File: src/rtl/instruction_loader.sv
// Loads a program into instruction RAM from a length-prefixed byte stream, packing big-endian 32-bit words.
// Defining LOADER_CHECKSUM_EN adds a trailing XOR checksum byte after the last data word.
module instruction_loader #(
   parameter int ADDR_WIDTH = 6,
   parameter int TIMEOUT    = 1024
) (
   input  logic                  clk,
   input  logic                  rst_n,
   input  logic                  start,
   input  logic                  byte_valid,
   input  logic [7:0]            byte_data,
   output logic                  byte_ready,
   output logic                  mem_we,
   output logic [ADDR_WIDTH-1:0] mem_a,
   output logic [31:0]           mem_wd,
   output logic                  busy,
   output logic                  done,
   output logic                  error,
   output logic [ADDR_WIDTH:0]   word_count
);

   typedef enum logic [2:0] {
      S_IDLE,
      S_LEN,
      S_DATA,
      S_WRITE,
`ifdef LOADER_CHECKSUM_EN
      S_CSUM,
`endif
      S_FIN
   } state_t;

   localparam int          DEPTH      = 1 << ADDR_WIDTH;
   localparam logic [31:0] TIMER_LAST = 32'(TIMEOUT - 1);

   state_t                state, next_state;
   logic [ADDR_WIDTH:0]   len;
   logic [ADDR_WIDTH:0]   wc_next;
   logic [31:0]           shift_reg;
   logic [1:0]            byte_idx;
   logic [31:0]           timer;
   logic                  err_q;
   logic                  accept;
   logic                  timing_out;
   logic                  set_error;
   logic [31:0]           len_req;
   logic                  len_bad;
`ifdef LOADER_CHECKSUM_EN
   logic [7:0]            csum;
`endif

   assign byte_ready = (state == S_LEN) || (state == S_DATA)
`ifdef LOADER_CHECKSUM_EN
                       || (state == S_CSUM)
`endif
                       ;
   assign accept     = byte_ready && byte_valid;
   assign timing_out = (TIMEOUT != 0) && byte_ready && !accept && (timer == TIMER_LAST);
   // A length byte of zero stands for a full memory image.
   assign len_req    = (byte_data == 8'd0) ? 32'(DEPTH) : {24'd0, byte_data};
   assign len_bad    = len_req > 32'(DEPTH);
   assign wc_next    = word_count + 1'b1;

   assign mem_we = (state == S_WRITE);
   assign mem_a  = mem_we ? word_count[ADDR_WIDTH-1:0] : '0;
   assign mem_wd = mem_we ? shift_reg : '0;
   assign busy   = (state != S_IDLE) && (state != S_FIN);
   assign done   = (state == S_FIN);
   assign error  = err_q;

   always_ff @(posedge clk or negedge rst_n) begin
      if (!rst_n) state <= S_IDLE;
      else        state <= next_state;
   end

   always_comb begin
      next_state = state;
      set_error  = 1'b0;
      case (state)
         S_IDLE: if (start) next_state = S_LEN;
         S_LEN: begin
            if (accept) begin
               next_state = len_bad ? S_FIN : S_DATA;
               set_error  = len_bad;
            end else if (timing_out) begin
               next_state = S_FIN;
               set_error  = 1'b1;
            end
         end
         S_DATA: begin
            if (accept && byte_idx == 2'd3) begin
               next_state = S_WRITE;
            end else if (timing_out) begin
               next_state = S_FIN;
               set_error  = 1'b1;
            end
         end
         S_WRITE: begin
`ifdef LOADER_CHECKSUM_EN
            next_state = (wc_next == len) ? S_CSUM : S_DATA;
`else
            next_state = (wc_next == len) ? S_FIN : S_DATA;
`endif
         end
`ifdef LOADER_CHECKSUM_EN
         S_CSUM: begin
            if (accept) begin
               next_state = S_FIN;
               set_error  = (byte_data != csum);
            end else if (timing_out) begin
               next_state = S_FIN;
               set_error  = 1'b1;
            end
         end
`endif
         S_FIN:   next_state = S_IDLE;
         default: next_state = S_IDLE;
      endcase
   end

   // Idle timer restarts on every accepted byte; states without byte_ready hold it at zero.
   always_ff @(posedge clk or negedge rst_n) begin
      if (!rst_n) begin
         len        <= '0;
         word_count <= '0;
         shift_reg  <= '0;
         byte_idx   <= '0;
         timer      <= '0;
         err_q      <= 1'b0;
`ifdef LOADER_CHECKSUM_EN
         csum       <= '0;
`endif
      end else begin
         timer <= (byte_ready && !accept) ? timer + 32'd1 : 32'd0;
         if (state == S_IDLE && start) begin
            err_q      <= 1'b0;
            word_count <= '0;
            shift_reg  <= '0;
            byte_idx   <= '0;
`ifdef LOADER_CHECKSUM_EN
            csum       <= '0;
`endif
         end else if (set_error) begin
            err_q <= 1'b1;
         end
         if (state == S_LEN && accept && !len_bad) len <= len_req[ADDR_WIDTH:0];
         if (state == S_DATA && accept) begin
            shift_reg <= {shift_reg[23:0], byte_data};
            byte_idx  <= byte_idx + 2'd1;
`ifdef LOADER_CHECKSUM_EN
            csum      <= csum ^ byte_data;
`endif
         end
         if (state == S_WRITE) word_count <= wc_next;
      end
   end

endmodule

File: config.mk
export PLATFORM = sky130hd
export DESIGN_NAME = instruction_loader
export DESIGN_NICKNAME = d
export VERILOG_FILES = /design/src/rtl/instruction_loader.sv
export SDC_FILE = /design/constraint.sdc
export NUM_CORES = 1
export LEC_CHECK = 0
export CAP_MARGIN = 15
export CORE_MARGIN = 3
export CORE_UTILIZATION = 39
export CTS_BUF_LIST = sky130_fd_sc_hd__clkbuf_4
export CTS_CLUSTER_SIZE = 8
export DETAILED_ROUTE_END_ITERATION = 8
export GPL_TIMING_DRIVEN = 0
export SYNTH_ARGS = -nofsm -noshare
export SYNTH_HDL_FRONTEND = slang
export SYNTH_SLANG_ARGS = --single-unit
File: constraint.sdc
create_clock -name clk -period 3 [get_ports clk]
set_input_delay 0.6 -clock clk [delete_from_list [all_inputs] [get_ports clk]]
set_output_delay 0.6 -clock clk [all_outputs]
set_load 0.05 [all_outputs]
==> impl_results.md <==
* Die Area at 12160 µm²
* Biggest fanout along the worst timing path at 7
* IO Count at 62
* Port Buffer Count at 60
* Power Total at 2.942 mW
* Buf/Inv on CP at 1
* Clk slew on worst S/H paths at 150 ps
* Commonest non-fill, non-tap cell in the layout: dfrtp_1
* Worst-Skew Late Latency at 430 ps
* Rel. slew slack at 0.4610
* GRT Resource Usage Total at 0.1740
* Delay-heaviest family, CP: buffers and inverters
* P_leak at 2.330 nW
* Rows at 37
* Status: complete, no violations
* Internal at 1.808 mW
* Unrepaired setup endpoints after global routing: no
* CP peak stage delay at 870 ps
* Async SR Flop Fraction at 1.000
* Core Region at 10460 µm²
* DRT iter0 DRCs at 169
* Root buffer cell: clkbuf_4
* Final HPWL DP at 7226 µm
* Min Tclk post-route at 2901 ps
* RD Place Congestion at 0.8001
* Max Root-Sink Buffers at 2
* Cells after Synth at 465
* Cell Area, Placed at 5036 µm²
* Worst EP arrival at 2300 ps
* Worst ir drop on vdd at 0.0005849 V
* PD cells at 578.6 nW/µm²
* Net Sw Frac at 0.3856
* Yosys warns at 0
* First-pass GRT wire length at 16510 µm
* Area Overhead vs Synth at 19.92%
* Number of vias per cell at 5.143
* Final nets at 552
* Reg2reg end: timer[30]
* Nature of the critical path startpoint: flip-flop
* Setup crit end kind: output pin
* ANT nets after route at 0
* CP Depth at 3
* Crit-path cells: nand2b_1 -> a21oi_1 -> clkdlybuf4s50_1
* Worst hold path class: in -> async
* H-tree level count at 3
* Crit. Startpoint: state[1]
* Post-Syn Area per Cell at 9.119 µm²
* CTS Buf Count at 9
* Finished Layout Cells at 678
* Post-synth top flop: dfrtp_1
* TritonCTS Sinks at 84
* Final Routed Wirelength at 9942 µm
* Number of max-cap violations at 0
* FMAX at 0.3447 GHz
* CTS Hold Bufs at 0
* Drt first pass iters at 4
* Clock Skews at 21.88 ps
* Setup_tns at 0 ps
* Detailed-route DRC error count at 0
* Vias in the first global route at 3439
* Via Count at 3487
* Final Hold Viols at 0
* Post-synth cell types at 45
* Tcrit/Tclk final at 0.9671
* Routed length per instance at 14.66 µm
* Flop2flop setup slack at 910 ps
* Clock Power Share at 0.229
* Reg2reg path depth at 5
* Initial Util at 0.4053
* NetSw at 1.134 mW
* Slew @ Worst Pin at 801.8 ps
* CTS tree: yes
* Part of the power in combinational logic at 0.307
* Largest net degree at the start of global routing at 62
* Synth Net Count at 480
* Slowest cell on crit path: clkdlybuf4s50_1
* Number of synthesized flops with an enable pin at 0
* WHS at 53.93 ps
* Antenna cell count at 0
* Seq pwr share at 0.465
* GRT overflow at 0
* Share of cells above drive strength 1 at 0.1402
* Worst Setup Path Type: reg -> out
* Inst Count DP at 662
* Setup Viol. Count Final at 0
* Post-synthesis sequential area ratio at 0.4957
* Max-slew violations at 0
* Commonest non-fill, non-tap cells in the layout: dfrtp_1, nand2_1, nand3_1, and2_1, nor2_1
* Die width at 110.3 µm
* Synth Cell Area at 4240 µm²
* CP required at 2400 ps
* Initial antenna violation count at 0
* Die H at 110.3 µm
* Final Cell Area at 5085 µm²
* Reg2reg start: timer[10]
* Yosys reg bits at 84
-- final cells by class --
cell class / count / area [µm²]
Inverter: 9 / 33.78
Timing Repair Buffer: 61 / 528.0
Multi-Input combinational cell: 351 / 2026
Clock buffer: 9 / 67.56
Clock inverter: 7 / 75.07
Sequential cell: 84 / 2102
Tap cell: 136 / 170.2
Buffer: 21 / 82.58
Fill cell: 1068 / 5378
-- what timing repair did --
action / 4_1_cts / 5_1_grt
gates resized for setup: 75 / 45
buffers inserted: 0 / 0
endpoints found under the setup margin: 39 / 38
-- power by group through the flow --
| stage | Sequential (mW) | Combinational [mW] | Clock (mW) |
|---|---|---|---|
| after floorplan | 1.40 | 0.585 | 0 |
| after global placement | 1.39 | 0.899 | 0 |
| after detailed placement | 1.39 | 0.909 | 0 |
| final | 1.37 | 0.902 | 0.674 |
| after CTS | 1.37 | 0.910 | 0.694 |
| after global routing | 1.39 | 1.00 | 0.744 |
-- cell usage after synthesis, types with 2 or more instances --
cell	n	area, µm²
dfrtp_1	84	2102
nand2_1	80	300.3
nand3_1	48	240.2
and2_1	44	275.3
nor2_1	41	153.9
xor2_1	20	175.2
clkbuf_1	19	71.32
o21ai_0	15	75.07
xnor2_1	15	131.4
nand4_1	14	87.58
inv_1	9	33.78
a21oi_1	7	35.03
mux2_2	6	67.56
and3_1	5	31.28
nand2b_1	5	31.28
and4_1	4	35.03
nor3_1	4	20.02
nor4_1	4	25.02
nor4_2	4	50.05
or3_1	4	25.02
ha_1	3	37.54
or4_1	3	22.52
a211oi_1	2	15.01
buf_1	2	7.510
o31ai_1	2	15.01
or2_2	2	12.51
-- worst max path at each step --
stage                       to  slack, ps
floorplan           mem_wd[23]        570
finish              byte_ready        100
detailed placement  mem_wd[24]        110
global placement      timer[6]      -1780
global route        byte_ready         20
CTS                  mem_wd[8]        0.7
-- cell families (layout without fill, tap and decap cells) --
| group | count (synthesis) | after routing | share of synthesized area |
|---|---|---|---|
| compound gates | 37 | 37 | 0.05577 |
| mux | 6 | 6 | 0.01593 |
| buf+inv | 30 | 107 | 0.02656 |
| simple gates | 270 | 270 | 0.3249 |
| xor+xnor | 35 | 35 | 0.07229 |
| flops | 84 | 84 | 0.4957 |
| fa+ha+maj | 3 | 3 | 0.008853 |
-- per-layer routing --
| layer | up-vias | global-route usage | wire length (µm) |
|---|---|---|---|
| met3 | 17 | 0.02504 | 439 |
| met5 | - | 0 | 0 |
| met2 | 74 | 0.2938 | 4766 |
| li1 | 1724 | - | - |
| met4 | 0 | 0.06332 | 171 |
| met1 | 1672 | 0.2278 | 4564 |
-- metrics by stage --
| stage | util | worst slack (ps) |
|---|---|---|
| floorplan | - | 565.5 |
| global placement | 0.4790 | -1775 |
| detailed placement | 0.4813 | 105.0 |
| CTS | 0.4946 | 0.6639 |
| global route | 0.4860 | 20.68 |
| finish | 0.4860 | 98.67 |
-- worst register-to-register path, delay by kind of cell, from the launching register on --
kind	cells	cell delay, ps
flip-flops	1	480
AND/OR/NAND/NOR	4	1320
XOR/XNOR	1	190
Note: power is estimated with default switching activity, not from simulation.
